==> config.mk <==
export PLATFORM = sky130hd
export DESIGN_NAME = cache_request_ctrl
export DESIGN_NICKNAME = d
export VERILOG_FILES = /design/src/rtl/cache_ctrl_pkg.sv /design/src/rtl/component_fifo.sv /design/src/rtl/cache_request_ctrl.sv
export SDC_FILE = /design/constraint.sdc
export NUM_CORES = 1
export LEC_CHECK = 0
export CORE_MARGIN = 3
export CORE_UTILIZATION = 35
export DETAILED_ROUTE_END_ITERATION = 10
export HOLD_SLACK_MARGIN = 0.1
export SYNTH_ARGS = -nofsm -noshare
export SYNTH_HDL_FRONTEND = slang
export SYNTH_SLANG_ARGS = --single-unit
==> constraint.sdc <==
create_clock -name clk -period 3.8 [get_ports clk]
set_input_delay 0.38 -clock clk [delete_from_list [all_inputs] [get_ports clk]]
set_output_delay 0.38 -clock clk [all_outputs]
set_load 0.02 [all_outputs]
==> src/rtl/cache_ctrl_pkg.sv <==
// Shared types for the cache request controller.
package cache_ctrl_pkg;

  localparam int ADDR_W = 8;
  localparam int DATA_W = 8;

  typedef enum logic [1:0] {
    IDLE  = 2'd0,
    ISSUE = 2'd1,
    GAP   = 2'd2
  } state_t;

  // One queued CPU request; the top packs the same fields in this order.
  typedef struct packed {
    logic              we;
    logic [ADDR_W-1:0] addr;
    logic [DATA_W-1:0] wdata;
  } req_t;

endpackage

==> src/rtl/component_fifo.sv <==
// Small synchronous FIFO with count-based full/empty and a head-of-queue view.
module component_fifo #(
  parameter int WIDTH = 8,
  parameter int DEPTH = 2
) (
  input  logic             clk,
  input  logic             rst,
  input  logic             push,
  input  logic             pop,
  input  logic [WIDTH-1:0] din,
  output logic [WIDTH-1:0] head,
  output logic             full,
  output logic             empty
);

  localparam int PW    = (DEPTH > 1) ? $clog2(DEPTH) : 1;
  localparam int CNT_W = $clog2(DEPTH + 1);

  logic [WIDTH-1:0] mem [DEPTH];
  logic [PW-1:0]    rd_ptr, wr_ptr;
  logic [CNT_W-1:0] count;
  logic             push_ok, pop_ok;

  function automatic logic [PW-1:0] ptr_inc(input logic [PW-1:0] p);
    return (p == PW'(DEPTH - 1)) ? '0 : p + 1'b1;
  endfunction

  assign full    = (count == CNT_W'(DEPTH));
  assign empty   = (count == '0);
  assign push_ok = push & ~full;
  assign pop_ok  = pop & ~empty;
  assign head    = mem[rd_ptr];

  // Storage carries no reset; only entries below count are ever read.
  always_ff @(posedge clk) begin
    if (push_ok) mem[wr_ptr] <= din;
  end

  // Pointer and occupancy bookkeeping.
  always_ff @(posedge clk or posedge rst) begin
    if (rst) begin
      rd_ptr <= '0;
      wr_ptr <= '0;
      count  <= '0;
    end else begin
      if (push_ok) wr_ptr <= ptr_inc(wr_ptr);
      if (pop_ok)  rd_ptr <= ptr_inc(rd_ptr);
      case ({push_ok, pop_ok})
        2'b10:   count <= count + 1'b1;
        2'b01:   count <= count - 1'b1;
        default: count <= count;
      endcase
    end
  end

endmodule

==> src/rtl/cache_request_ctrl.sv <==
// Initiator-side cache request controller: queues CPU requests, issues them one
// at a time as level-held re/we, retires on done or timeout, then idles a cycle.
module cache_request_ctrl
  import cache_ctrl_pkg::*;
#(
  parameter int ADDR_WIDTH     = 8,
  parameter int DATA_WIDTH     = 8,
  parameter int QUEUE_DEPTH    = 2,
  parameter int TIMEOUT_CYCLES = 16
) (
  input  logic                  clk,
  input  logic                  rst,
  input  logic                  req_valid,
  output logic                  req_ready,
  input  logic                  req_we,
  input  logic [ADDR_WIDTH-1:0] req_addr,
  input  logic [DATA_WIDTH-1:0] req_wdata,
  output logic                  resp_valid,
  output logic                  resp_we,
  output logic [DATA_WIDTH-1:0] resp_rdata,
  output logic                  resp_timeout,
  output logic                  re,
  output logic                  we,
  output logic [ADDR_WIDTH-1:0] addr,
  output logic [DATA_WIDTH-1:0] wdata,
  input  logic [DATA_WIDTH-1:0] rdata,
  input  logic                  done
);

  localparam int REQ_W = 1 + ADDR_WIDTH + DATA_WIDTH;
  localparam int CW    = $clog2(TIMEOUT_CYCLES);
  localparam logic [CW-1:0] TO_LAST = CW'(TIMEOUT_CYCLES - 1);

  state_t            state, state_n;
  logic [CW-1:0]     cnt;
  logic              cur_we;
  logic              load, pop, retire_to;
  logic              q_full, q_empty, push;
  logic [REQ_W-1:0]  q_head;
  logic              head_we;
  logic [ADDR_WIDTH-1:0] head_addr;
  logic [DATA_WIDTH-1:0] head_wdata;

  // No bypass: a full queue refuses even on the cycle it pops.
  assign req_ready = ~q_full;
  assign push      = req_valid & req_ready;

  component_fifo #(
    .WIDTH (REQ_W),
    .DEPTH (QUEUE_DEPTH)
  ) u_req_q (
    .clk   (clk),
    .rst   (rst),
    .push  (push),
    .pop   (pop),
    .din   ({req_we, req_addr, req_wdata}),
    .head  (q_head),
    .full  (q_full),
    .empty (q_empty)
  );

  assign {head_we, head_addr, head_wdata} = q_head;

  // Enables decode straight from state so an async reset drops them at once.
  assign re = (state == ISSUE) & ~cur_we;
  assign we = (state == ISSUE) &  cur_we;

  // Next-state and retire decisions; done takes priority over the timeout.
  always_comb begin
    state_n   = state;
    load      = 1'b0;
    pop       = 1'b0;
    retire_to = 1'b0;
    case (state)
      IDLE: begin
        if (!q_empty) begin
          state_n = ISSUE;
          load    = 1'b1;
        end
      end
      ISSUE: begin
        if (done) begin
          pop     = 1'b1;
          state_n = GAP;
        end else if (cnt == TO_LAST) begin
          pop       = 1'b1;
          retire_to = 1'b1;
          state_n   = GAP;
        end
      end
      GAP:     state_n = IDLE;
      default: state_n = IDLE;
    endcase
  end

  // State register.
  always_ff @(posedge clk or posedge rst) begin
    if (rst) state <= IDLE;
    else     state <= state_n;
  end

  // Timeout counter: cleared on issue, counts ISSUE cycles, stops on retire.
  always_ff @(posedge clk or posedge rst) begin
    if (rst)                        cnt <= '0;
    else if (load)                  cnt <= '0;
    else if (state == ISSUE && !pop) cnt <= cnt + 1'b1;
  end

  // Cache-side request registers; held between operations.
  always_ff @(posedge clk or posedge rst) begin
    if (rst) begin
      addr   <= '0;
      wdata  <= '0;
      cur_we <= 1'b0;
    end else if (load) begin
      addr   <= head_addr;
      wdata  <= head_wdata;
      cur_we <= head_we;
    end
  end

  // Response registers: one-cycle pulse on the edge that retires a request.
  always_ff @(posedge clk or posedge rst) begin
    if (rst) begin
      resp_valid   <= 1'b0;
      resp_we      <= 1'b0;
      resp_rdata   <= '0;
      resp_timeout <= 1'b0;
    end else begin
      resp_valid <= pop;
      if (pop) begin
        resp_we      <= cur_we;
        resp_timeout <= retire_to;
        resp_rdata   <= (done && !cur_we) ? rdata : '0;
      end
    end
  end

endmodule

After elaboration in Yosys (flattened, before gate mapping)
Memory sizes are Yosys's and may differ from the RTL's. A register that Yosys moved wholly into a read port is not among the register bits.
Index checks and enable logic that the tools add are counted.
W data, S select, Z words.
- $add $sub $neg: 5
- eq/ne operators: 7
- multiplexer cells: 19
- bitwise operators: 8
- reductions and logical operators: 9
- operator list (operator ; count):
    $mux W1 ; 11
    $mux W4 ; 2
    $mux W8 ; 1
    $pmux W2 S2 ; 2
    $mux W2 ; 3
    $and A1 B1 Y1 ; 5
    $add A4 B1 Y4 const B ; 1
    $eq A2 B1 Y1 const B ; 2
    $eq A2 B2 Y1 const B ; 2
    $eq A4 B4 Y1 const B ; 1
    $logic_not A2 Y1 ; 2
    $reduce_bool A2 Y1 ; 2
    $ne A3 B3 Y1 const B ; 1
    $not A1 Y1 ; 3
    $add A1 B1 Y1 const B ; 2
    $add A2 B1 Y2 const B ; 1
    $logic_and A1 B1 Y1 ; 2
    $logic_not A1 Y1 ; 2
    $ne A2 B2 Y1 const B ; 1
    $reduce_and A2 Y1 ; 1
    $sub A2 B1 Y2 const B ; 1
- register bits: 21
- bits in writable memories: 34
- input bits: 29
- output and inout bits: 30
- logic and storage cells: 58
- memories kept: 1
- memory list (memory ; words ; bits a word ; read ports ; clocked after Yosys merged registers in ; wr ports ; RTL line ; RTL):
    u_req_q.mem ; 2 ; 17 ; 1 ; 1 ; 1 ; component_fifo.sv:19 ; logic [WIDTH-1:0] mem [DEPTH];

Longest topological paths before layout
Gate-level depths: netlist (run 1).
- word-level depth: 8
- gate-level depth with buffers: 7
- mapped depth without buffers: 7

Hierarchy
A second synthesis (run 1) with hierarchy kept.
- cell total of the unflattened synthesis: 219
- area, all modules: 2911.5 um^2
- modules (own cells, without submodules) (module ; instances ; cells each ; area each (um^2) ; seq. area each (um^2)):
    component_fifo ; 1 ; 72 ; 1477.7 ; 1121.1
    cache_request_ctrl ; 1 ; 147 ; 1433.9 ; 850.8

Least setup slack after synthesis (run 1)
OpenSTA, ideal clock, no wires.
- path type: register to register
- start: reg u_req_q.count[0]
- end: mem u_req_q.mem[0][0] (netlist name), enable pin
- library setup time: 0.390 ns
- arrival time: 1.548 ns
- data required time: 3.410 ns
- path slack: 1.861 ns
- cell stages (with the launch flop): 4
- path buffers: 0
- period minus slack after synthesis: 1.939 ns
- path through: dfrtp_1 -> nand2b_1 -> nand2_1 -> nor2_1
- cells in the longest elaborated chain, start to end: 6
- ends and longest elaborated chain (element ; RTL line ; RTL):
    start: declaration ; component_fifo.sv:21 ; logic [CNT_W-1:0] count;
    start signal: assignment ; component_fifo.sv:49 ; 2'b10: count <= count + 1'b1;
    start signal: assignment ; component_fifo.sv:50 ; 2'b01: count <= count - 1'b1;
    start signal: assignment ; component_fifo.sv:51 ; default: count <= count;
    $eq A2 B2 Y1 (*) ; component_fifo.sv:28 ; assign full = (count == CNT_W'(DEPTH));
    $not A1 Y1 (*) ; cache_request_ctrl.sv:45 ; assign req_ready = ~q_full;
    named net req_ready ; cache_request_ctrl.sv:14 ; output logic req_ready,
    $and A1 B1 Y1 ; cache_request_ctrl.sv:46 ; assign push = req_valid & req_ready;
    $and A1 B1 Y1 (*) ; component_fifo.sv:30 ; assign push_ok = push & ~full;
    $mux W1 (*) ; component_fifo.sv:36 ; if (push_ok) mem[wr_ptr] <= din;
    $mux W1 (not written as such) (*) ; component_fifo.sv:36 ;
    end: declaration ; component_fifo.sv:19 ;
Mark *: on every way through the listed nets, which the timed path passes. The rest lies on a longest branch.

Worst setup path in the final report (run 1)
- start: reg state[0]
- end: out we
- cells in the longest elaborated chain, start to end: 2
- ends and longest elaborated chain (element ; RTL line ; RTL):
    start: declaration ; cache_request_ctrl.sv:34 ; state_t state, state_n;
    start signal: assignment ; cache_request_ctrl.sv:99 ; else state <= state_n;
    $eq A2 B1 Y1 ; cache_request_ctrl.sv:66 ; assign we = (state == ISSUE) & cur_we;
    $and A1 B1 Y1 ; cache_request_ctrl.sv:66 ;
    end: declaration ; cache_request_ctrl.sv:23 ; output logic we,
Every way passes these cells.

==> impl_summary.txt, run 1 <==
----------------------------------------------------
[Global routing]
  Residual overflow from global routing ... 0
  Maximum number of pins on one net before global-route repair ... 39
  Number of global-route vias before repair ... 1,758
  GRT Total Usage ... a little over an eighth
  Antenna violations before repair ... 0
  Global-route wire length before repair ... between 8000 and 9000 um

[STA]
  Hold WS ... 0.448 ns
  Number of hold violations in the final report ... 0
  Final count of pins violating max slew ... 0
  Achievable Freq ... ~0.42 GHz
  Setup TNS ... 0 ns
  Min Tclk post-route ... 2.38 ns
  Final clock skew ... between 0.009 and 0.01 ns
  Transition time at the pin with the least slew margin ... 1.01 ns
  Final setup violation count ... 0
  Unrepaired setup endpoints after global routing ... no
  Final clock period utilization by the worst path ... 62.7%
  Max-Slew Margin vs Limit ... 32.6%

[Synth]
  Syn Inst Count ... 185
  Share of synthesized registers carrying an async set or reset ... 52.8%
  Synthesis Warnings ... 0
  Number of synthesized register bits ... 72
  Most instantiated library cell after synthesis ... sky130_fd_sc_hd__dfrtp_1
  Flip-flop cell with the highest count after synthesis ... sky130_fd_sc_hd__dfrtp_1
  Yosys cell types ... 31
  Cell area after synthesis ... 0.00273 sq mm
  Share of Yosys cell area claimed by the top area cell type ... 37.3%
  Syn_nets ... 216
  Number of enable-type register cells in the synthesized netlist ... 34
  Proportion of synthesized chip area in sequential cells ... 72.1%
  Mean Syn Cell Area ... 14.8 sq um
  Cell accounting for the most synthesized area ... sky130_fd_sc_hd__edfxtp_1
  Ranking of synthesized cells by instance count ... 38 x sky130_fd_sc_hd__dfrtp_1, 34 x sky130_fd_sc_hd__edfxtp_1, 26 x sky130_fd_sc_hd__o21ai_0
  Cell types occupying the most area after synthesis ... sky130_fd_sc_hd__edfxtp_1 37%, sky130_fd_sc_hd__dfrtp_1 35%, sky130_fd_sc_hd__mux2i_1 6.6%

[Clock network]
  H-tree levels ... 3
  Clk sink count ... 72
  Worst-skew pair later-pin latency ... 0.35 ns
  Post-CTS setup buffer count ... 0
  Total of hold buffers inserted after clock tree synthesis ... 0
  Clock tree root buffer cell ... sky130_fd_sc_hd__clkbuf_8
  TritonCTS clock tree ... done
  Longest Clk Path Bufs ... 2
  Number of instances resized during post-cts repair ... 0
  Clock-pin slew reported for the worst setup and hold paths after clock tree synthesis ... roughly 0.08 ns
  TritonCTS buffer count ... 9

[Pwr]
  Leakage power summed over all cells ... 1.45 nW
  Combinational cell fraction of total power ... about 36%
  Cell area power density ... 824 mW/mm^2
  Net switching power ... 0.00103 W
  Relative contribution of the clock network to total power ... 21.9%
  Switching Fraction ... between 30% and 40%
  IR drop worst, VDD ... 421 uV
  Internal power contribution ... just under 0.002 W
  Part of the total power dissipated in sequential elements ... 42.3%

[Critical path]
  Arrival time worst endpoint ... 2.00 ns
  Register-to-Register Path Depth ... 3
  Critical path data required time ... 3.42 ns
  Crit path capture type ... output port
  Highest net fanout along the worst path ... 9
  Launching element type of the critical path ... flip-flop
  Critical path type ... flip-flop to output port

[Route]
  Number of remaining DRC errors ... 0
  Average wire length per cell after detail routing ... 15.1 um
  Vias ... 1,680
  Detailed-router iteration count before antenna repair ... 4
  Vias per inst ... 4.80
  Sum of routed wire length over all layers ... 5280 um
  Drt initial violations ... 53
  ANT nets after route ... 0

[Cells and area]
  Antenna Cells ... 0
  Area delta synth->final ... 32.3%
  Fillers ... approximately 640
  Final std cell area, no fill ... 0.00362 sq mm
  Combined area of the multi-input logic cells ... 693 sq um
  Share of layout cells above drive strength 1 ... 8.76%
  Final layout net count ... 277
  Sequential cell area in the final layout ... ~0.0020 sq mm

[Place]
  Placed wire-length estimate after detailed placement ... roughly 3400 um
  Global placement routability congestion ... roughly 0.76
  Post-DP Area ... 0.00340 sq mm
  # port buffers ... 58

[Hold path]
  Type of the tightest min-delay check ... primary input to async pin

[Floorplan]
  Overall die area ... roughly 0.009 sq mm
  Initial Utilization ... between 30 and 40%
  Io pins ... 59
  Chip height ... 94.4 um
  Site row count ... 31
  Total core area ... 0.00741 sq mm
  Width of the die ... 94.4 um

[Job]
  Maximum capacitance violations ... 0

[Outcome]
  Status ... completed

----------------------------------------------------
[final timing paths]
check | slack (ns) | from | to
setup reg to reg | 1.87 | state[0] | wdata[0]
setup / recovery | 1.42 | state[0] | we
max in group asynchronous | 3.01 | rst | addr[3]
hold / removal | 0.45 | rst | wdata[1]
min in group clk | 0.50 | u_req_q.count[1] | u_req_q.count[1]
hold reg to reg | 0.50 | u_req_q.count[1] | u_req_q.count[1]
[metal layers]
metal | track usage, % | vias up | part of all wire, %
li1 | - | 810 | -
met1 | 15.8 | 805 | 44
met2 | 21.0 | 53 | 48
met3 | 3.35 | 12 | 5.6
met4 | 7.94 | 0 | 2.3
met5 | 0 | - | 0
[per-stage QoR]
stage                     utilization (%)  cells  setup WS, ns  total power (W)
after floorplan                         -    185          1.86          0.00192
after global routing                 48.8    350          1.26          0.00318
after CTS                            48.8    350          1.39          0.00303
after detailed placement             45.8    334          1.65          0.00236
after global placement               45.8    334          1.67          0.00234
final                                48.8    350          1.42          0.00298
[power groups by stage]
stage                     sequential [W]  clock, W  combinational, W
final                            0.00126  0.000654           0.00106
after CTS                        0.00127  0.000674           0.00109
after global routing             0.00130  0.000707           0.00117
after global placement           0.00127         0           0.00106
after detailed placement         0.00128         0           0.00108
after floorplan                  0.00136         0          0.000559
[cells by family (layout without fill, tap and decap cells)]
kind of cell | after synthesis | after routing | share of synthesized area, %
fa+ha+maj | 2 | 2 | 0.915
xor+xnor | 5 | 5 | 1.60
mux | 18 | 18 | 6.59
buf+inv | 13 | 79 | 2.61
flops | 72 | 72 | 72.1
compound gates | 53 | 53 | 11.7
simple gates | 22 | 22 | 4.48
[critical path, stage by stage, from the launching register on]
cell and delay, ns:
sky130_fd_sc_hd__dfrtp_1 0.37, sky130_fd_sc_hd__nor2b_1 0.46, sky130_fd_sc_hd__and2_1 0.22, sky130_fd_sc_hd__clkdlybuf4s50_1 0.61
[final cells by class]
cell class	count	share of cell area, %
clock buffer	9	3.43
clock inverter	7	2.66
inverter	3	0.311
multi-input combinational	100	19.2
sequential	72	54.5
tap	99	3.43
timing repair buffer	60	16.5
[state kept, by name (all words and copies together), names as in the netlist]
signal / flops
cur_we: 1
resp_valid: 1
u_req_q.wr_ptr: 1
resp_we: 1
resp_timeout: 1
u_req_q.rd_ptr: 1
state: 2
u_req_q.mem: 34
addr: 8
u_req_q.count: 2
resp_rdata: 8
cnt: 4
wdata: 8
[cell usage in the layout (no fill, tap or decap)]
cell type / instances
sky130_fd_sc_hd__a21oi_1: 2
sky130_fd_sc_hd__a22o_1: 9
sky130_fd_sc_hd__a311oi_1: 1
sky130_fd_sc_hd__a31o_2: 2
sky130_fd_sc_hd__a31oi_1: 1
sky130_fd_sc_hd__a41oi_1: 1
sky130_fd_sc_hd__and2_1: 1
sky130_fd_sc_hd__and3_1: 2
sky130_fd_sc_hd__and4b_1: 1
sky130_fd_sc_hd__buf_4: 2
sky130_fd_sc_hd__bufinv_16: 2
sky130_fd_sc_hd__clkbuf_8: 9
sky130_fd_sc_hd__clkdlybuf4s50_1: 58
sky130_fd_sc_hd__clkinv_1: 1
sky130_fd_sc_hd__clkinv_2: 2
sky130_fd_sc_hd__clkinv_4: 3
sky130_fd_sc_hd__dfrtp_1: 38
sky130_fd_sc_hd__edfxtp_1: 34
sky130_fd_sc_hd__ha_1: 2
sky130_fd_sc_hd__inv_1: 2
sky130_fd_sc_hd__mux2i_1: 18
sky130_fd_sc_hd__nand2_1: 4
sky130_fd_sc_hd__nand2b_1: 2
sky130_fd_sc_hd__nand3_1: 1
sky130_fd_sc_hd__nor2_1: 4
sky130_fd_sc_hd__nor2_2: 1
sky130_fd_sc_hd__nor2b_1: 2
sky130_fd_sc_hd__nor3_1: 1
sky130_fd_sc_hd__nor3b_2: 1
sky130_fd_sc_hd__o21ai_0: 26
sky130_fd_sc_hd__o21ai_1: 10
sky130_fd_sc_hd__o221ai_1: 1
sky130_fd_sc_hd__or2_1: 2
sky130_fd_sc_hd__xnor2_1: 3
sky130_fd_sc_hd__xor2_1: 2
(Power assumes the default switching activity.)
==> run 2, diff against run 1 <==
Clock period 3.8 ns to 2.13 ns, I/O delays scaled along.
==> impl_summary.txt, run 2 (synthesized netlist as in run 1, its figures left out) <==
----------------------------------------------------
[Outcome]
  Status ... completed

[Critical path]
  Crit path capture type ... output port
  Critical path type ... flip-flop to output port
  Cell chain of the critical path ... nand2b_1 -> nor2_1 -> clkdlybuf4s50_1
  Highest net fanout along the worst path ... 4
  Arrival time worst endpoint ... 1.67 ns
  Critical path data required time ... 1.92 ns
  Crit path max-delay family ... buffers and inverters
  Launching element type of the critical path ... flip-flop
  Slowest-stage cell, CP ... sky130_fd_sc_hd__clkdlybuf4s50_1
  Delay of the slowest cell on the worst path ... 0.61 ns
  Bufs and invs on worst path ... 1

[Pwr]
  Internal power contribution ... 0.00341 W
  Part of the total power dissipated in sequential elements ... slightly above 40%
  Cell area power density ... 1440 mW/mm^2
  Switching Fraction ... 35.0%
  Net switching power ... 0.00183 W
  Relative contribution of the clock network to total power ... 19.5%
  Leakage power summed over all cells ... about 1.5 nW
  Combinational cell fraction of total power ... between 30 and 40%
  IR drop worst, VDD ... around 800 uV

[Route]
  Detailed-router iteration count before antenna repair ... 4
  Vias per inst ... 4.76
  Vias ... 1,696
  Average wire length per cell after detail routing ... roughly 15 um
  ANT nets after route ... 0
  Number of remaining DRC errors ... 0
  Drt initial violations ... 81
  Sum of routed wire length over all layers ... 5250 um

[Clock network]
  Post-CTS setup buffer count ... 0
  Number of instances resized during post-cts repair ... 0
  Clock tree root buffer cell ... sky130_fd_sc_hd__clkbuf_8
  TritonCTS buffer count ... 9
  Clock-pin slew reported for the worst setup and hold paths after clock tree synthesis ... about 0.08 ns
  Longest Clk Path Bufs ... 2
  Worst-skew pair later-pin latency ... 0.33 ns
  Clk sink count ... 72
  TritonCTS clock tree ... done
  Total of hold buffers inserted after clock tree synthesis ... 0
  H-tree levels ... 3

[STA]
  Min Tclk post-route ... 1.88 ns
  Final setup violation count ... 0
  Achievable Freq ... 0.532 GHz
  Final count of pins violating max slew ... 0
  Max-Slew Margin vs Limit ... between 50% and 60%
  Final clock skew ... around 0.0081 ns
  Unrepaired setup endpoints after global routing ... no
  Hold WS ... 0.285 ns
  Transition time at the pin with the least slew margin ... a little under 0.7 ns
  Number of hold violations in the final report ... 0
  Final clock period utilization by the worst path ... 88.3%
  Setup TNS ... 0 ns

[Hold path]
  Type of the tightest min-delay check ... primary input to async pin

[Cells and area]
  Number of flip-flops under the largest register name ... 34
  Most frequent standard cell in the layout excluding fill and tap cells ... sky130_fd_sc_hd__clkdlybuf4s50_1
  Register containing the most flip-flops in the final layout ... u_req_q.mem
  Area delta synth->final ... 32.7%
  Fillers ... ~640
  Commonest non-fill, non-tap cells in the layout ... 58 x sky130_fd_sc_hd__clkdlybuf4s50_1, 38 x sky130_fd_sc_hd__dfrtp_1, 34 x sky130_fd_sc_hd__edfxtp_1
  Non-filler cells, final ... 356
  Final layout net count ... 283
  Final std cell area, no fill ... ~0.0036 sq mm
  Antenna Cells ... 0
  Share of layout cells above drive strength 1 ... 10.1%

[Floorplan]
  Io pins ... 59
  Initial Utilization ... 36.9%
  Total core area ... 0.00741 sq mm
  Width of the die ... 94.4 um
  Site row count ... 31
  Overall die area ... 0.00891 sq mm
  Chip height ... around 94 um

[Global routing]
  GRT Total Usage ... 13.0%
  Residual overflow from global routing ... 0
  Maximum number of pins on one net before global-route repair ... 39
  Number of global-route vias before repair ... roughly 1.7k
  Antenna violations before repair ... 0
  Global-route wire length before repair ... 8650 um

[Place]
  Placed insts ... 340
  # port buffers ... a little under 60
  Post-DP Area ... 0.00344 sq mm
  Global placement routability congestion ... 0.718
  Placed wire-length estimate after detailed placement ... 3350 um

[Job]
  Maximum capacitance violations ... 0

----------------------------------------------------
## run 2: cell count changes in the layout (fill, tap and decap cells not counted), sizes merged
cell      previous run  this run
buf                  2         8
clkinvlp             0         1
clkbuf               9        10
bufinv               2         1
clkinv               6         5
## run 2: layout make-up
| cell class | instances | area, sq um | area share, % |
|---|---|---|---|
| flip-flops and latches | 72 | 1970 | 54.3 |
| multi-input cells | 100 | 693 | 19.1 |
| repair buffers | 66 | 641 | 17.7 |
| clock buffers | 10 | 128 | 3.52 |
| well taps | 99 | 124 | 3.41 |
| clock inverters | 6 | 60.1 | 1.66 |
| inverters | 3 | 11.3 | 0.310 |
## run 2: path summary, 6_finish.rpt
path / slack (ns) / cells after the start / from / end
max reg2reg: 0.25 / 6 / cnt[0] / u_req_q.count[1]
min in group clk: 0.45 / 1 / req_addr[6] / u_req_q.mem[1][14]
min: 0.29 / 3 / rst / resp_rdata[5]
max in group asynchronous: 1.49 / 3 / rst / addr[4]
min reg2reg: 0.50 / 1 / resp_we / resp_we
max: 0.25 / 3 / state[1] / re
## run 2: per-stage QoR
step           total power (W)  util [%]  worst slack, ns
2_1_floorplan          0.00342         -            0.191
3_3_place_gp           0.00425      46.4            0.335
3_5_place_dp           0.00428      46.4            0.293
4_1_cts                0.00532      49.0            0.222
5_1_grt                0.00559      49.0           0.0919
6_report               0.00524      49.0            0.249
## run 2: power by group through the flow
stage	clock (W)	sequential [W]	combinational (W)
floorplan	0	0.00242	0.000997
global placement	0	0.00218	0.00207
detailed placement	0	0.00219	0.00209
CTS	0.00105	0.00216	0.00210
global route	0.00112	0.00222	0.00225
finish	0.00102	0.00216	0.00206
## run 2: worst reg2reg max path, stage by stage, from the launching register on
cell and delay, ns:
sky130_fd_sc_hd__dfrtp_1 0.41, sky130_fd_sc_hd__ha_1 0.27, sky130_fd_sc_hd__a31oi_1 0.33, sky130_fd_sc_hd__nor3_1 0.13, sky130_fd_sc_hd__ha_1 0.34, sky130_fd_sc_hd__nor2_1 0.16
sky130_fd_sc_hd__xor2_1 0.17
## run 2: routing by layer
layer,up-vias,share of wire (%),GRT usage [%]
met5,-,0,0
met4,0,1.1,3.97
met3,8,6.5,5.18
met2,50,48,21.5
met1,820,44,15.7
li1,818,-,-
